[src/rtl/fetch_sequencer_pkg.sv]
// Shared types for the fetch sequencer: FSM states, fault codes and alignment helper.
// Imported by the sequencer RTL and by its testbench.
package fetch_sequencer_pkg;

    typedef enum logic [1:0] {
        S_BOOT  = 2'd0,
        S_REQ   = 2'd1,
        S_DRAIN = 2'd2,
        S_FAULT = 2'd3
    } state_t;

    typedef enum logic [1:0] {
        FAULT_NONE     = 2'b00,
        FAULT_MISALIGN = 2'b01,
        FAULT_TIMEOUT  = 2'b10
    } fault_code_t;

    function automatic logic is_aligned(input logic [1:0] low_bits);
        return low_bits == 2'b00;
    endfunction

endpackage

[src/rtl/fetch_sequencer_if.sv]
// Bus bundle between the fetch sequencer and its neighbours: PC register,
// instruction memory, redirect source and decode.
interface fetch_sequencer_if #(
    parameter int unsigned AW = 9,
    parameter int unsigned DW = 32
);
    logic [AW-1:0] pc_addr;
    logic          pc_we;
    logic [AW-1:0] pc_new_addr;
    logic          imem_req;
    logic [AW-1:0] imem_addr;
    logic          imem_ack;
    logic [DW-1:0] imem_rdata;
    logic          redirect_valid;
    logic [AW-1:0] redirect_addr;
    logic          if_valid;
    logic          if_ready;
    logic [DW-1:0] if_instr;
    logic [AW-1:0] if_pc;
    logic          fault;
    logic [1:0]    fault_code;

    modport master (
        input  pc_addr, imem_ack, imem_rdata, redirect_valid, redirect_addr, if_ready,
        output pc_we, pc_new_addr, imem_req, imem_addr, if_valid, if_instr, if_pc,
        fault, fault_code
    );

    modport slave (
        output pc_addr, imem_ack, imem_rdata, redirect_valid, redirect_addr, if_ready,
        input  pc_we, pc_new_addr, imem_req, imem_addr, if_valid, if_instr, if_pc,
        fault, fault_code
    );
endinterface

[src/rtl/fetch_buffer.sv]
// One-entry valid/ready holding register between instruction memory and decode.
// Flush wins over load so a redirect discards a same-cycle fetch.
module fetch_buffer #(
    parameter int unsigned AW = 9,
    parameter int unsigned DW = 32
) (
    input  logic          clk,
    input  logic          reset,
    input  logic          flush,
    input  logic          load,
    input  logic [DW-1:0] load_instr,
    input  logic [AW-1:0] load_pc,
    input  logic          ready,
    output logic          valid,
    output logic [DW-1:0] instr,
    output logic [AW-1:0] pc
);

    always_ff @(posedge clk or negedge reset) begin
        if (!reset) begin
            valid <= 1'b0;
            instr <= '0;
            pc    <= '0;
        end else if (flush) begin
            valid <= 1'b0;
        end else if (load) begin
            // covers consume+refill in the same cycle without a bubble
            valid <= 1'b1;
            instr <= load_instr;
            pc    <= load_pc;
        end else if (ready) begin
            valid <= 1'b0;
        end
    end

endmodule

[src/rtl/fetch_sequencer.sv]
// PC sequencing and instruction fetch control: boot, request/ack fetch, drain of
// abandoned requests after a redirect, timeout and misaligned-redirect faults.
module fetch_sequencer
    import fetch_sequencer_pkg::*;
#(
    parameter int unsigned   AW        = 9,
    parameter int unsigned   DW        = 32,
    parameter logic [AW-1:0] RESET_VEC = '0,
    parameter int unsigned   TIMEOUT   = 15
) (
    input  logic              clk,
    input  logic              reset,
    fetch_sequencer_if.master bus
);

    localparam int unsigned CW = $clog2(TIMEOUT + 1);

    state_t        state_q, state_d;
    logic [AW-1:0] drain_addr_q;
    logic [CW-1:0] wait_cnt_q;
    logic          fault_q;
    fault_code_t   fault_code_q;

    logic          buf_valid;
    logic [DW-1:0] buf_instr;
    logic [AW-1:0] buf_pc;

    logic          can_accept;
    logic          redirect;
    logic          redirect_aligned;
    logic          req;
    logic [AW-1:0] fetch_addr;
    logic          acked;
    logic          pending;
    logic          timeout_hit;
    logic          pc_we;
    logic [AW-1:0] pc_new_addr;
    logic          load;
    logic          flush;

    always_comb begin
        can_accept       = !buf_valid || bus.if_ready;
        redirect         = bus.redirect_valid && (state_q == S_REQ || state_q == S_DRAIN);
        redirect_aligned = is_aligned(bus.redirect_addr[1:0]);
        req              = (state_q == S_DRAIN) || (state_q == S_REQ && can_accept);
        fetch_addr       = (state_q == S_DRAIN) ? drain_addr_q : bus.pc_addr;
        acked            = req && bus.imem_ack;
        pending          = req && !bus.imem_ack;
        timeout_hit      = pending && !redirect && (wait_cnt_q == CW'(TIMEOUT - 1));
    end

    always_ff @(posedge clk or negedge reset) begin
        if (!reset) begin
            state_q <= S_BOOT;
        end else begin
            state_q <= state_d;
        end
    end

    always_comb begin
        state_d = state_q;
        case (state_q)
            S_BOOT: state_d = S_REQ;
            S_REQ, S_DRAIN: begin
                // an unacked request must still be drained from memory after a redirect
                if (redirect) begin
                    if (!redirect_aligned) state_d = S_FAULT;
                    else if (pending)      state_d = S_DRAIN;
                    else                   state_d = S_REQ;
                end else if (timeout_hit) begin
                    state_d = S_FAULT;
                end else if (state_q == S_DRAIN && acked) begin
                    state_d = S_REQ;
                end
            end
            S_FAULT: state_d = S_FAULT;
            default: state_d = S_BOOT;
        endcase
    end

    always_comb begin
        pc_we       = 1'b1;
        pc_new_addr = bus.pc_addr;
        load        = 1'b0;
        flush       = 1'b0;
        case (state_q)
            S_BOOT: pc_new_addr = RESET_VEC;
            S_REQ, S_DRAIN: begin
                if (redirect) begin
                    flush = 1'b1;
                    if (redirect_aligned) pc_new_addr = bus.redirect_addr;
                end else if (timeout_hit) begin
                    flush = 1'b1;
                end else if (state_q == S_REQ && acked) begin
                    pc_we = 1'b0;
                    load  = 1'b1;
                end
            end
            S_FAULT: flush = 1'b1;
            default: ;
        endcase
    end

    always_ff @(posedge clk or negedge reset) begin
        if (!reset) begin
            drain_addr_q <= '0;
            wait_cnt_q   <= '0;
            fault_q      <= 1'b0;
            fault_code_q <= FAULT_NONE;
        end else begin
            if (redirect && pending) drain_addr_q <= fetch_addr;

            if (redirect || acked)  wait_cnt_q <= '0;
            else if (pending)       wait_cnt_q <= wait_cnt_q + 1'b1;

            if (state_q != S_FAULT && state_d == S_FAULT) begin
                fault_q      <= 1'b1;
                fault_code_q <= redirect ? FAULT_MISALIGN : FAULT_TIMEOUT;
            end
        end
    end

    fetch_buffer #(
        .AW(AW),
        .DW(DW)
    ) u_buffer (
        .clk       (clk),
        .reset     (reset),
        .flush     (flush),
        .load      (load),
        .load_instr(bus.imem_rdata),
        .load_pc   (fetch_addr),
        .ready     (bus.if_ready),
        .valid     (buf_valid),
        .instr     (buf_instr),
        .pc        (buf_pc)
    );

    assign bus.imem_req    = req;
    assign bus.imem_addr   = fetch_addr;
    assign bus.pc_we       = pc_we;
    assign bus.pc_new_addr = pc_new_addr;
    assign bus.if_valid    = buf_valid;
    assign bus.if_instr    = buf_instr;
    assign bus.if_pc       = buf_pc;
    assign bus.fault       = fault_q;
    assign bus.fault_code  = fault_code_q;

endmodule

[src/flat_wrapper.sv]
// flat-port wrapper written by rule: the top's interface ports become plain ports
module fetch_sequencer_flat import fetch_sequencer_pkg::*;
#(
    parameter int unsigned   AW        = 9,
    parameter int unsigned   DW        = 32,
    parameter logic [AW-1:0] RESET_VEC = '0,
    parameter int unsigned   TIMEOUT   = 15
)
  (clk, reset, bus_pc_addr, bus_imem_ack, bus_imem_rdata, bus_redirect_valid, bus_redirect_addr, bus_if_ready, bus_pc_we, bus_pc_new_addr, bus_imem_req, bus_imem_addr, bus_if_valid, bus_if_instr, bus_if_pc, bus_fault, bus_fault_code);
  fetch_sequencer_if #(.AW(AW), .DW(DW)) bus_i ();
  input  logic clk;
  input  logic reset;
  input wire logic [$bits(bus_i.pc_addr)-1:0] bus_pc_addr;
  input wire logic [$bits(bus_i.imem_ack)-1:0] bus_imem_ack;
  input wire logic [$bits(bus_i.imem_rdata)-1:0] bus_imem_rdata;
  input wire logic [$bits(bus_i.redirect_valid)-1:0] bus_redirect_valid;
  input wire logic [$bits(bus_i.redirect_addr)-1:0] bus_redirect_addr;
  input wire logic [$bits(bus_i.if_ready)-1:0] bus_if_ready;
  output wire logic [$bits(bus_i.pc_we)-1:0] bus_pc_we;
  output wire logic [$bits(bus_i.pc_new_addr)-1:0] bus_pc_new_addr;
  output wire logic [$bits(bus_i.imem_req)-1:0] bus_imem_req;
  output wire logic [$bits(bus_i.imem_addr)-1:0] bus_imem_addr;
  output wire logic [$bits(bus_i.if_valid)-1:0] bus_if_valid;
  output wire logic [$bits(bus_i.if_instr)-1:0] bus_if_instr;
  output wire logic [$bits(bus_i.if_pc)-1:0] bus_if_pc;
  output wire logic [$bits(bus_i.fault)-1:0] bus_fault;
  output wire logic [$bits(bus_i.fault_code)-1:0] bus_fault_code;
  assign bus_i.pc_addr = bus_pc_addr;
  assign bus_i.imem_ack = bus_imem_ack;
  assign bus_i.imem_rdata = bus_imem_rdata;
  assign bus_i.redirect_valid = bus_redirect_valid;
  assign bus_i.redirect_addr = bus_redirect_addr;
  assign bus_i.if_ready = bus_if_ready;
  assign bus_pc_we = bus_i.pc_we;
  assign bus_pc_new_addr = bus_i.pc_new_addr;
  assign bus_imem_req = bus_i.imem_req;
  assign bus_imem_addr = bus_i.imem_addr;
  assign bus_if_valid = bus_i.if_valid;
  assign bus_if_instr = bus_i.if_instr;
  assign bus_if_pc = bus_i.if_pc;
  assign bus_fault = bus_i.fault;
  assign bus_fault_code = bus_i.fault_code;
  fetch_sequencer #(.AW(AW), .DW(DW), .RESET_VEC(RESET_VEC), .TIMEOUT(TIMEOUT)) u_core (.clk(clk), .reset(reset), .bus(bus_i));
endmodule
[config.mk]
export PLATFORM = sky130hd
export DESIGN_NAME = fetch_sequencer_flat
export DESIGN_NICKNAME = d
export VERILOG_FILES = /design/src/rtl/fetch_sequencer_pkg.sv /design/src/rtl/fetch_sequencer_if.sv /design/src/rtl/fetch_buffer.sv /design/src/rtl/fetch_sequencer.sv /design/src/flat_wrapper.sv
export SDC_FILE = /design/constraint.sdc
export NUM_CORES = 1
export LEC_CHECK = 0
export BUFFER_PORTS_ARGS = -buffer_cell sky130_fd_sc_hd__buf_2
export CORE_MARGIN = 1.5
export CORE_UTILIZATION = 40
export DETAILED_ROUTE_END_ITERATION = 7
export PLACE_DENSITY = 0.69
export SETUP_SLACK_MARGIN = 0.1
export SLEW_MARGIN = 20
export SYNTH_ARGS = -nofsm -noshare
export SYNTH_HDL_FRONTEND = slang
export SYNTH_SLANG_ARGS = --single-unit
[constraint.sdc]
create_clock -name clk -period 3.9 [get_ports clk]
set_input_delay 0.39 -clock clk [delete_from_list [all_inputs] [get_ports clk]]
set_output_delay 0.39 -clock clk [all_outputs]
set_load 0.02 [all_outputs]
==> flow_summary.ini <==
[floorplanning]
fp.dieH_um = 86.5
ios = 120
rows = 30
die-area_sq_um = 7490
initial_utilization = 0.413
core_region_area_sq_um = 6760
die_w_um = 86.5

[sta]
period_share = 0.790
skew_ns = 0.00758
fin_tns_setup_ns = 0
hold_viol = 0
slew_viol_final = 0
max_slew_margin = 0.498
worstMarginPinSlew_ns = 0.753
period_minus_slack_ns = 3.08
fmax_ghz = 0.324
setup_viol = 0
rsz0062_at_grt = no

[power]
finalPower_uw = 3010
switchingPower_uw = 1210
vdd_ir_drop_max_uv = 364
leakage_uw = 0.00180
internal_power_uw = 1810
pwr-share-comb = 0.474
switching_share = 0.400
seqPwrFrac = 0.346
power.density_nw_per_um2 = 828
p_clk_frac = 0.181

[place]
portBuffers = 119
routabilityCongestion = 0.920
dpl.hpwl_um = 4490
place_area_sq_um = 3450

[synthesis]
yosysMostFrequentCell = dfrtp_1
seq_area_frac_synth = 0.538
ys_seq_elements = 60
synth_ff_type = dfrtp_1
ys_types = 35
synth.top_cells.by_area = dfrtp_1 (54%), mux2_2 (23%), ha_1 (3.1%)
synth-edff-count = 0
yosysTopAreaCell = dfrtp_1
synthCells = 209
synth_top_cell_area_share = 0.538
syn_area_sq_um = 2790
synth.avg_cell_area_sq_um = 13.4
synth_commonest_cells = dfrtp_1 (60), mux2_2 (58), nor2_1 (12)
async_flop_share = 1.00
synth_fp_nets = 271
ys_warn_count = 0

[clocking]
cts_setup_buffers = 0
htree_levels = 3
clkLatencyLatePin_ns = 0.32
clk_pin_slew_worst_paths_ns = 0.06
clockBufferDepth = 2
cts_sinks = 60
cts_tree = yes
ctsResizeCount = 0
cts_hold_buf = 0
cts_buffers = 9
cts_root_buf = clkbuf_8

[worst_setup_path]
cp.required_ns = 3.51
max_stage_delay_ns = 0.57
endpoint = bus_pc_new_addr[7]
critical_path_class = flop to output pin
cp-end-kind = output pin
startpoint = u_core.state_q[1]$_DFF_PN0_
critPathSlowestCell = nor2_2
path_cells = inv_1 -> ha_1 -> nand4bb_1 -> nor2_2 -> mux2i_1 -> nor2_1 -> buf_2
critical_path.max_fanout = 9
r2r_end = u_core.u_buffer.instr[24]$_DFFE_PN0P_
reg2reg_setup_slack_ns = 1.00
worstRegToRegCells = 7
cp-start-kind = flop
cp.depth = 7
r2r_start = u_core.state_q[0]$_DFF_PN0_
path_buf_inv = 2
cp.arrival_ns = 2.69
crit_family = simple AND/OR/NAND/NOR gates

[routing]
viasPerCell = 5.13
drtIter0Drc = 49
post_drt_wl_per_cell_um = 14.7
routed_wl_um = 6120
ant_nets = 0
dr_total_vias = 2136
firstDrtPassIters = 4
remaining_drc_errors = 0

[grt]
grt_max_degree = 61
globalRouteTotalUtil = 0.176
antenna_found_initial = 0
grt_pass1_wl_um = 10000
grt_pass1_vias = 2126
gr-total-overflow = 0

[run]
max_cap_violations = 0

[final_layout]
diodes = 0
utilization = 0.539
layout-drive-gt1-share = 0.589
nNetsFinal = 395
final_area_sq_um = 3640
areaGrowthSynthToFinish_pct = 30.5

[status]
outcome = completed

[worst_hold_path]
min_path_type = primary input to asynchronous set/reset pin
[final cells by class]
type	instances	area, sq um
clock inverters	2	35.0
inverters	7	26.3
clock buffers	12	155
fillers	607	3120
well taps	80	100
multi-input cells	134	1200
flip-flops and latches	60	1500
repair buffers	121	623
[worst min-delay path by stage]
stage	startpoint	to	slack [ns]	cells after the start
6_report	reset	u_core.u_buffer.instr[31]$_DFFE_PN0P_	0.21	2
5_1_grt	reset	u_core.u_buffer.instr[31]$_DFFE_PN0P_	0.28	2
4_1_cts	reset	u_core.u_buffer.instr[14]$_DFFE_PN0P_	0.24	2
3_5_place_dp	u_core.bus.fault$_DFFE_PN0P_	u_core.bus.fault$_DFFE_PN0P_	0.45	1
3_3_place_gp	u_core.bus.fault$_DFFE_PN0P_	u_core.bus.fault$_DFFE_PN0P_	0.45	1
2_1_floorplan	reset	u_core.bus.fault$_DFFE_PN0P_	0.09	0
[stage by stage]
step / setup slack [ns] / instances / hold WS, ns
finish: 0.818 / 416 / 0.212
detailed placement: 0.983 / 402 / 0.453
CTS: 0.845 / 416 / 0.243
floorplan: 1.61 / 209 / 0.0944
global placement: 1.04 / 402 / 0.453
global route: 0.649 / 416 / 0.279
[cells by family after synthesis]
logic type / Yosys count / synth area share
buf+inv: 15 / 0.0318
mux: 68 / 0.271
simple gates: 40 / 0.0776
fa+ha+maj: 7 / 0.0314
flops: 60 / 0.538
compound gates: 19 / 0.0498
[power by group through the flow]
stage	registers [uW]	clock network, uW	logic [uW]
finish	1040	545	1430
detailed placement	1050	0	1450
floorplan	1300	0	729
global route	1080	592	1550
CTS	1040	562	1450
global placement	1040	0	1420
[flip-flops by register name, summed over array words and instances, names as in the netlist]
signal / flops
u_core.bus.fault: 1
u_core.bus.fault_code: 2
u_core.drain_addr_q: 9
u_core.state_q: 2
u_core.u_buffer.valid: 1
u_core.wait_cnt_q: 4
u_core.u_buffer.instr: 32
u_core.u_buffer.pc: 9
[placed cells by master, fill, tap and decap left out, types with 2 or more instances in the layout]
| master | synthesis | routed |
|---|---|---|
| nor3b_1 | 3 | 3 |
| dfrtp_1 | 60 | 60 |
| a21oi_1 | 6 | 6 |
| nand2_1 | 7 | 7 |
| mux2_2 | 58 | 58 |
| o31ai_1 | 2 | 2 |
| o21ai_0 | 2 | 2 |
| clkbuf_8 | 0 | 11 |
| mux2_1 | 3 | 3 |
| nor2b_1 | 2 | 2 |
| mux2i_1 | 7 | 7 |
| nand3_1 | 3 | 3 |
| nor3_1 | 4 | 4 |
| buf_2 | 2 | 119 |
| and2_1 | 2 | 2 |
| inv_1 | 7 | 7 |
| ha_1 | 7 | 7 |
| nor2_1 | 12 | 12 |
[worst reg2reg max path, stage by stage (launching register included)]
cell,delay [ns]
dfrtp_1,0.41
inv_1,0.10
ha_1,0.50
a21oi_2,0.25
or4b_4,0.61
a21oi_4,0.28
buf_12,0.25
mux2_2,0.39
[routing by layer]
metal / share of wire / GRT usage / wire length, um / vias up
li1: - / - / - / 998
met1: 0.42 / 0.224 / 2580 / 1047
met2: 0.48 / 0.273 / 2960 / 72
met3: 0.058 / 0.0390 / 357 / 19
met4: 0.036 / 0.110 / 220 / 0
met5: 0 / 0 / 0 / -
(Power assumes the default switching activity.)
